$ cat src/rtl/onehot_scan_tracker.sv
// Tracks a 4-bit walking one-hot scan bus: decodes position and direction, counts laps, flags protocol violations.
// Registered outputs respond one cycle after a valid sample; no backpressure, valid=0 freezes everything.
module onehot_scan_tracker #(
  parameter int LAP_W = 8
) (
  input  logic             clk,
  input  logic             rst_n,
  input  logic             valid,
  input  logic [3:0]       pat,
  input  logic             clear_err,
  output logic [1:0]       idx,
  output logic             dir,
  output logic             locked,
  output logic             err,
  output logic             lap_tick,
  output logic [LAP_W-1:0] lap_cnt
);

  typedef enum logic [1:0] {
    ST_IDLE  = 2'd0,
    ST_TRACK = 2'd1,
    ST_GAP   = 2'd2,
    ST_ERR   = 2'd3
  } state_t;

  localparam logic [LAP_W-1:0] LAP_ONE = {{(LAP_W-1){1'b0}}, 1'b1};

  state_t           state_q, state_d;
  logic [1:0]       idx_q, idx_d;
  logic             dir_q, dir_d;
  logic             exit_top_q, exit_top_d;
  logic             locked_q, locked_d;
  logic             err_q, err_d;
  logic             lap_tick_q, lap_tick_d;
  logic [LAP_W-1:0] lap_cnt_q, lap_cnt_d;

  logic       pat_zero;
  logic       pat_hot;
  logic [1:0] pat_k;
  logic       step_up;
  logic       step_dn;

  always_comb begin
    pat_zero = (pat == 4'b0000);
    pat_hot  = 1'b1;
    pat_k    = 2'd0;
    case (pat)
      4'b0001: pat_k = 2'd0;
      4'b0010: pat_k = 2'd1;
      4'b0100: pat_k = 2'd2;
      4'b1000: pat_k = 2'd3;
      default: pat_hot = 1'b0;
    endcase
  end

  // 3-bit compare so idx=3 cannot alias a step up onto 0 (and vice versa)
  assign step_up = ({1'b0, pat_k} == ({1'b0, idx_q} + 3'd1));
  assign step_dn = (({1'b0, pat_k} + 3'd1) == {1'b0, idx_q});

  always_comb begin
    state_d    = state_q;
    idx_d      = idx_q;
    dir_d      = dir_q;
    exit_top_d = exit_top_q;
    lap_cnt_d  = lap_cnt_q;
    lap_tick_d = 1'b0;

    if (clear_err) begin
      state_d = ST_IDLE;
    end else if (valid && (state_q != ST_ERR)) begin
      if (!pat_zero && !pat_hot) begin
        state_d = ST_ERR;
      end else begin
        case (state_q)
          ST_IDLE: begin
            if (pat_hot) begin
              state_d = ST_TRACK;
              idx_d   = pat_k;
              if (pat_k == 2'd0) dir_d = 1'b1;
              else if (pat_k == 2'd3) dir_d = 1'b0;
            end
          end
          ST_TRACK: begin
            if (pat_zero) begin
              if (idx_q == 2'd3) begin
                state_d    = ST_GAP;
                exit_top_d = 1'b1;
              end else if (idx_q == 2'd0) begin
                state_d    = ST_GAP;
                exit_top_d = 1'b0;
              end else begin
                state_d = ST_ERR;
              end
            end else if (pat_k == idx_q) begin
              state_d = ST_TRACK;
            end else if (step_up) begin
              idx_d = pat_k;
              dir_d = 1'b1;
            end else if (step_dn) begin
              idx_d = pat_k;
              dir_d = 1'b0;
            end else begin
              state_d = ST_ERR;
            end
          end
          ST_GAP: begin
            if (pat_zero) begin
              state_d = ST_GAP;
            end else if (pat_k == 2'd0) begin
              state_d = ST_TRACK;
              idx_d   = 2'd0;
              dir_d   = 1'b1;
              if (exit_top_q) begin
                lap_cnt_d  = lap_cnt_q + LAP_ONE;
                lap_tick_d = 1'b1;
              end
            end else if (pat_k == 2'd3) begin
              state_d = ST_TRACK;
              idx_d   = 2'd3;
              dir_d   = 1'b0;
              if (!exit_top_q) begin
                lap_cnt_d  = lap_cnt_q + LAP_ONE;
                lap_tick_d = 1'b1;
              end
            end else begin
              // a middle position cannot follow a gap: the scan left from an edge
              state_d = ST_ERR;
            end
          end
          default: state_d = state_q;
        endcase
      end
    end

    locked_d = (state_d == ST_TRACK) || (state_d == ST_GAP);
    err_d    = (state_d == ST_ERR);
  end

  always_ff @(posedge clk or negedge rst_n) begin
    if (!rst_n) begin
      state_q    <= ST_IDLE;
      idx_q      <= 2'd0;
      dir_q      <= 1'b1;
      exit_top_q <= 1'b0;
      locked_q   <= 1'b0;
      err_q      <= 1'b0;
      lap_tick_q <= 1'b0;
      lap_cnt_q  <= '0;
    end else begin
      state_q    <= state_d;
      idx_q      <= idx_d;
      dir_q      <= dir_d;
      exit_top_q <= exit_top_d;
      locked_q   <= locked_d;
      err_q      <= err_d;
      lap_tick_q <= lap_tick_d;
      lap_cnt_q  <= lap_cnt_d;
    end
  end

  assign idx      = idx_q;
  assign dir      = dir_q;
  assign locked   = locked_q;
  assign err      = err_q;
  assign lap_tick = lap_tick_q;
  assign lap_cnt  = lap_cnt_q;

endmodule

$ cat config.mk
export PLATFORM = sky130hd
export DESIGN_NAME = onehot_scan_tracker
export DESIGN_NICKNAME = d
export VERILOG_FILES = /design/src/rtl/onehot_scan_tracker.sv
export SDC_FILE = /design/constraint.sdc
export NUM_CORES = 1
export LEC_CHECK = 0
export CORE_MARGIN = 3
export CORE_UTILIZATION = 45
export DETAILED_ROUTE_END_ITERATION = 12
export MAX_ROUTING_LAYER = met4
export PLACE_DENSITY = 0.7
export RECOVER_POWER = 25
export SLEW_MARGIN = 5
export SYNTH_ARGS = -nofsm -noshare
export SYNTH_HDL_FRONTEND = slang
export SYNTH_SLANG_ARGS = --single-unit
$ cat constraint.sdc
create_clock -name clk -period 4.2 [get_ports clk]
set_input_delay 1.26 -clock clk [delete_from_list [all_inputs] [get_ports clk]]
set_output_delay 1.26 -clock clk [all_outputs]
set_load 0.1 [all_outputs]
Word-level counts from Yosys, hierarchy flattened

Index checks and enable logic that the tools add are counted.

Register bits: 17
Input port bits: 8
Output and inout bits: 14
Logic and storage cells: 103

Add/subtract/negate cells: 3
Equal/unequal tests: 23
Muxes and demuxes: 49
Bitwise gates (word level): 3
Reductions and logical operators: 17

Operators by type and width:

| kind                | number |
|---|---|
| $mux 2              | 19 |
| $mux 8              | 4 |
| $mux 1              | 22 |
| $pmux 2 s3          | 3 |
| $ne 2x2->1 const B  | 6 |
| $eq 2x2->1 const B  | 5 |
| $reduce_and 10->1   | 1 |
| $reduce_and 9->1    | 1 |
| $add 8x1->8 const B | 1 |
| $reduce_and 8->1    | 1 |
| $add 2x1->3 const B | 2 |
| $logic_not 2->1     | 3 |
| $ne 3x3->1 const B  | 2 |
| $reduce_and 6->1    | 1 |
| $eq 2x1->1 const B  | 2 |
| $eq 4x1->1 const B  | 1 |
| $eq 4x2->1 const B  | 1 |
| $eq 4x3->1 const B  | 1 |
| $eq 4x4->1 const B  | 1 |
| $logic_not 4->1     | 1 |
| $reduce_bool 2->1   | 2 |
| $reduce_or 4->1     | 1 |
| $eq 2x3->1          | 1 |
| $eq 3x2->1          | 1 |
| 8 further kinds     | 12 |

Longest topological paths before layout

Gate-level depths: netlist (run 1).

Word-level depth: 14
Depth in mapped cells: 11
Depth with buffers taken out: 10

Worst setup path before layout (run 1)

Ideal clock, no wire load.

Path kind: input port to flip-flop
From: in pat[2]
To: reg locked_q, in the netlist locked
Setup time: 0.126 ns
Data arrival time: 3.423 ns
Required time: 4.074 ns
Path slack: 0.651 ns
Cell stages on the path: 11
Path buffers: 2
Cells stage by stage: buf_2 > or3_1 > buf_2 > ha_1 > xor2_1 > nor2_1 > nor2_1 > a2bb2oi_2 > o32a_1 > a211oi_1 > ha_1

Cells in the longest elaborated chain, start to end: 14
Elaborated cells on any way between the ends: 32
Classes of those cells: add/sub: 1; eq/ne: 10; mux: 14; reduce/logical: 7

RTL lines:

| item                                     | RTL line | text |
|---|---|---|
| from (decl)                              | 9        | `input logic [3:0] pat,` |
| $eq 4x4->1, or another cell as far along | 47       | `case (pat)` |
| $pmux 2 s3                               | 47       |  |
| $add 2x1->3                              | 58       | `assign step_dn = (({1'b0, pat_k} + 3'd1) == {1'b0, idx_q});` |
| $eq 3x2->1                               | 58       |  |
| $mux 2                                   | 99       | `end else if (step_dn) begin` |
| $mux 2                                   | 96       | `end else if (step_up) begin` |
| $mux 2                                   | 94       | `end else if (pat_k == idx_q) begin` |
| $mux 2                                   | 84       | `if (pat_zero) begin` |
| $pmux 2 s3                               | 74       | `case (state_q)` |
| $mux 2 (*)                               | 71       | `if (!pat_zero && !pat_hot) begin` |
| $mux 2 (*)                               | 70       | `end else if (valid && (state_q != ST_ERR)) begin` |
| $mux 2 (*)                               | 68       | `if (clear_err) begin` |
| via state_d[1]                           | 28       | `state_t state_q, state_d;` |
| $eq 2x1->1 or $eq 2x2->1 (tied branches) | 135      | `locked_d = (state_d == ST_TRACK) \|\| (state_d == ST_GAP);` |
| $logic_or 1x1->1 (*)                     | 135      |  |
| via locked_d                             | 32       | `logic locked_q, locked_d;` |
| to (signal assigned)                     | 154      | `locked_q <= locked_d;` |
| to (decl)                                | 32       |  |

The timed path passes the listed nets; every way through them passes the cells marked *.
A chain may end at the register's enable or synchronous reset.

Final worst setup path (run 1)

From: in pat[3]
To: reg locked_q, in the netlist locked

Same word-level chain as after synthesis.

==> results of run 1 <==
==> worst paths after layout <==
| path | start | to | slack, ps | cells past startpoint |
|---|---|---|---|---|
| min in group asynchronous | rst_n | state_q[1] | 1480 | 1 |
| max reg2reg | idx[0] | locked | 1840 | 7 |
| min | lap_cnt[7] | lap_cnt[7] | 480 | 1 |
| max | pat[3] | locked | 460 | 11 |
| min reg2reg | lap_cnt[7] | lap_cnt[7] | 480 | 1 |
| max in group asynchronous | rst_n | lap_cnt[3] | 2260 | 1 |
==> power by group through the flow <==
stage / clock network (mW) / logic [mW] / registers, mW
detailed placement: 0 / 0.224 / 0.203
global route: 0.0945 / 0.238 / 0.203
floorplan: 0 / 0.0782 / 0.293
global placement: 0 / 0.221 / 0.203
finish: 0.0842 / 0.223 / 0.200
CTS: 0.0885 / 0.225 / 0.200
==> cell type report <==
class / count / area (µm²)
multi-input combinational: 94 / 693.2
clock buffer: 4 / 26.28
tap: 28 / 35.03
fill: 201 / 892.1
inverter: 7 / 26.28
sequential: 17 / 426.7
timing repair buffer: 25 / 240.2
==> registers in the layout, summed over array words and instances, names as in the netlist <==
signal / cells
lap_tick: 1
exit_top_q: 1
state_q: 2
idx: 2
lap_cnt: 8
dir: 1
err: 1
locked: 1
==> cells by family (layout without fill, tap and decap cells) <==
logic type	after synthesis	count (layout)	share of synthesized area (%)
DFF	17	17	36.32
and+or+nand+nor	43	43	21.62
AOI/OAI and AO/OA	26	26	15.23
xor gates and xnor gates	13	13	10.33
muxes	6	6	5.644
adders and majority gates	6	6	6.177
buffers and inverters	13	36	4.686
==> per-layer routing <==
layer / wire length [µm] / vias to the layer above / GRT usage (%) / part of all wire, %
met1: 1059 / 455 / 20.17 / 44
met2: 1236 / 17 / 29.04 / 51
met3: 92 / 5 / 4.525 / 3.8
li1: - / 486 / - / -
met5: 0 / - / - / 0
met4: 30 / 0 / 3.974 / 1.2
==> worst max-delay path, stage by stage <==
cell	delay [ps]
clkdlybuf4s50_1	430
xnor2_1	140
or3_1	400
ha_1	370
xor2_1	160
nor2_1	50
nor2_1	120
a2bb2oi_2	90
o32a_1	290
a211oi_1	310
ha_1	290
==> metrics by stage <==
stage / power, mW / instances
6_report: 0.5073 / 175
5_1_grt: 0.5353 / 175
4_1_cts: 0.5131 / 175
3_5_place_dp: 0.4275 / 171
3_3_place_gp: 0.4240 / 171
2_1_floorplan: 0.3707 / 124
==> synth_stat cells, drive strengths merged (2+ instances only) <==
library cell  number  area [µm²]
nand2              5       18.77
ha                 5       62.56
o21ai              8       40.04
xor2               5       43.79
a211oi             2       15.01
nor2b              5       31.28
xnor2              8       77.58
o21bai             2       15.01
mux2               5       56.30
nand2b             2       12.51
nor3               4       25.02
dfrtp             16       400.4
or3                2       12.51
a21oi              6       30.03
inv                7       26.28
nor2              12       45.04
buf                5       25.02
nand4              5       37.53
==> out/metrics.cfg, run 1 <==
[clock_tree]
cts-htree-levels = 1
cts_sinks = 17
postCtsSetupRepairBufs = 0
cts_root_buffer = clkbuf_4
cts_hold_repair.buffers = 0
cts_tree = done
path_clk_slew_ps = 90
cts_buffers = 3
ctsResizeCount = 0
clkLatencyLatePin_ps = 280
cts_max_path_buffers = 2

[worst_setup_path]
crit_fanout = 4
critical_path_required_ps = 4380
start_kind = input pin
worstSetupPathType = input pin to register
worstSetupEndpointType = register
cp.arrival_ps = 3920

[global_route]
grt_overflow = 0
grt_max_degree = 18
antenna_found_initial = 0
track_usage_pct = 17.08
grt_pass1_wl_mm = 4.305
grt_pass1_vias = 983

[logic_synthesis]
yosys_register_bits = 17
synth_area_um2 = 1175
ys_types = 42
avgSynthCellArea_um2 = 9.475
synth-main-ff-cell = dfrtp_1
async_flop_share_pct = 100.0
syn_inst = 124
synth-seq-area-share_pct = 36.32
synth_edf_count = 0
yosys_warnings = 0
synth_nets = 137

[final_layout]
nets = 161
area_growth_syn_to_layout_pct = 23.22
drive_gt1_share_pct = 10.20
diodes = 0
layout_commonest_cell = clkdlybuf4s50_1
final_cell_mix = clkdlybuf4s50_1 (20), dfrtp_1 (16), nor2_1 (12)
final_util_pct = 61.87
final_area_um2 = 1448

[placement]
dpl-instance-area_um2 = 1421
port_buffers = 21
gp_congestion = 0.8850
post-place-ws_ps = 162.0
dp_hpwl_mm = 1.951

[sta]
slew_headroom_pct = 34.43
fin_crit_ps = 3744
slew_viol_final = 0
finalCritPeriodShare_pct = 89.15
rsz0062_at_grt = no
finalHoldViolations = 0
worst_slack_ps = 455.8
tns_ps = 0
fin_skew_ps = 2.046
hold-worst-slack_ps = 477.9
fmax_ghz = 0.2671
setup_violations = 0
tightest_slew_ps = 980.4

[pwr]
power_frac_comb_pct = 44.0
power_density_nw_per_um2 = 350.5
p_clk_share_pct = 16.6
internal_power_mw = 0.2890
p_leak_nw = 0.6480
switching_share_pct = 43.04
ir_drop_mv = 0.3331
seqPwrFrac_pct = 39.4
p_switching_mw = 0.2184

[die]
dieArea_um2 = 3260
core-area_um2 = 2340
dieHeight_um = 57.10
num_io_pins = 22
die_width_um = 57.10
start_util_pct = 50.21
core.rowCount = 17

[status]
run_status = finished clean

[route]
first_pass_iters = 4
avgRoutedWirePerCell_um = 13.82
vias = 963
wl_mm = 2.418
drt_iter0_markers = 24
ant_nets = 0
vias_per_cell = 5.503
drc_errors = 0

[flow_run]
maxCapViolations = 0

[worst_hold_path]
hold_path_class = register to register

Note: power is estimated with default switching activity, not from simulation.
==> run 2: changes to the inputs <==
Settings changed: CORE_UTILIZATION 45 to 36, PLACE_DENSITY 0.7 to unset.
==> out/metrics.cfg, run 2 (synthesis results as in run 1) <==
[final_layout]
largest_reg_flops = 8  ; unchanged
area_growth_syn_to_layout_pct = 25.35
diodes = 0  ; unchanged
drive_gt1_share_pct = 11.49  ; +1.3 points
nFillCells = 305  ; +52%
final_util_pct = 47.85  ; -14 points
layout_commonest_cell = clkdlybuf4s50_1
final_cell_mix = clkdlybuf4s50_1 (19), dfrtp_1 (16), nor2_1 (12)
nets = 162  ; +0.62%

[global_route]
grt_max_degree = 18  ; unchanged
antenna_found_initial = 0  ; unchanged
track_usage_pct = 13.50  ; -3.6 points
grt_pass1_vias = 951  ; -3.3%
grt_pass1_wl_mm = 4.278  ; -0.63%
grt_overflow = 0  ; unchanged

[worst_setup_path]
worstSetupPathType = input pin to register
crit_fanout = 4  ; unchanged
rr_worst_depth = 7  ; unchanged
worstSetupEndpointType = register
start_kind = input pin
critical_path_required_ps = 4390  ; about the same
r2r_start = idx[0]
r2r_end = locked
cp.arrival_ps = 3880  ; -40 ps
reg2reg_slack_ps = 1890  ; +50 ps

[route]
avgRoutedWirePerCell_um = 12.61  ; -8.7%
vias = 967  ; +0.42%
first_pass_iters = 4  ; unchanged
wl_mm = 2.421  ; +0.12%
vias_per_cell = 5.036  ; -8.5%
drt_iter0_markers = 41  ; +71%
ant_nets = 0  ; unchanged
drc_errors = 0  ; unchanged

[die]
num_io_pins = 22  ; unchanged
core-area_um2 = 3078  ; +32%
dieHeight_um = 63.13  ; +11%
core.rowCount = 20  ; +3
dieArea_um2 = 3985  ; +22%
start_util_pct = 38.17  ; -12 points
die_width_um = 63.13  ; +11%

[pwr]
ir_drop_mv = 0.1611  ; -52%
power_density_nw_per_um2 = 345.2  ; -1.5%
p_leak_nw = 0.6552  ; +1.1%

[sta]
slew_viol_final = 0  ; unchanged
finalCritPeriodShare_pct = 88.04  ; -1.1 points
finalHoldViolations = 0  ; unchanged
setup_violations = 0  ; unchanged
fmax_ghz = 0.2704  ; +1.3%
fin_crit_ps = 3698  ; -46.61 ps
slew_headroom_pct = 35.03  ; +0.60 points
rsz0062_at_grt = no
fin_skew_ps = 10.10  ; +8.052 ps
tightest_slew_ps = 971.5  ; -8.899 ps
tns_ps = 0  ; unchanged

[clock_tree]
cts_max_path_buffers = 2  ; unchanged
ctsResizeCount = 0  ; unchanged
cts_sinks = 17  ; unchanged
clkLatencyLatePin_ps = 290  ; about the same
cts_root_buffer = clkbuf_4
cts_buffers = 3  ; unchanged
path_clk_slew_ps = 100  ; about the same
cts_hold_repair.buffers = 0  ; unchanged
cts_tree = done
postCtsSetupRepairBufs = 0  ; unchanged
cts-htree-levels = 1  ; unchanged

[status]
run_status = finished clean

[placement]
gp_congestion = 0.8328  ; -5.9%
dp_hpwl_mm = 1.923  ; -1.4%
port_buffers = 21  ; unchanged

[worst_hold_path]
holdPathStages = 1  ; unchanged
worstHoldStart = lap_cnt[7]
hold_path_class = register to register
holdPathEnd = lap_cnt[7]

[flow_run]
maxCapViolations = 0  ; unchanged

-- run 2: changes by cell type in the layout (fill, tap and decap cells not counted) --
cell	change
clkdlybuf4s50_1	-1
buf_4	+2
-- run 2: worst max path at each step --
| stage | slack [ps] | startpoint | end |
|---|---|---|---|
| 2_1_floorplan | 650 | pat[2] | locked |
| 3_3_place_gp | 230 | pat[3] | locked |
| 3_5_place_dp | 170 | pat[0] | locked |
| 4_1_cts | 490 | pat[0] | locked |
| 5_1_grt | 380 | pat[0] | locked |
| 6_report | 500 | pat[0] | locked |
-- run 2: area by class of cell --
type	count	area, µm²	area share, %
Timing Repair Buffer	26	245.2	16.65
Clock buffer	4	26.28	1.784
Multi-Input combinational cell	94	693.2	47.07
Sequential cell	17	426.7	28.97
Inverter	7	26.28	1.784
Tap cell	44	55.05	3.738
-- run 2: critical path, stage by stage --
cell	delay, ps
clkdlybuf4s50_1	500
or3_1	470
ha_1	360
xor2_1	150
nor2_1	50
nor2_1	110
a2bb2oi_2	80
o32a_1	290
a211oi_1	330
ha_1	290
-- run 2: power by group --
part	leakage (nW)	switching, mW	total, mW	internal (mW)
sequential	0.218	0.0187	0.200	0.181
clock	0.0150	0.0506	0.0874	0.0369
combinational	0.423	0.151	0.221	0.0704
total	0.655	0.220	0.508	0.288
-- run 2: metrics by stage --
| step | hold WS (ps) | std cells | total power, mW | setup WS [ps] | instance area [µm²] |
|---|---|---|---|---|---|
| final | 478.7 | 192 | 0.5084 | 502.4 | 1473 |
| after CTS | 486.0 | 192 | 0.5156 | 494.4 | 1473 |
| after global placement | 460.2 | 188 | 0.4243 | 226.1 | 1446 |
| after global routing | 520.8 | 192 | 0.5418 | 382.2 | 1473 |
| after floorplan | 508.0 | 124 | 0.3707 | 651.3 | 1175 |
| after detailed placement | 470.9 | 188 | 0.4242 | 170.5 | 1446 |
-- run 2: per-layer routing --
layer | GRT usage (%) | routed length (µm) | up-vias
met4 | 2.479 | 4 | 0
li1 | - | - | 486
met2 | 21.74 | 1186 | 24
met1 | 17.77 | 1152 | 455
met5 | - | 0 | -
met3 | 2.674 | 77 | 2
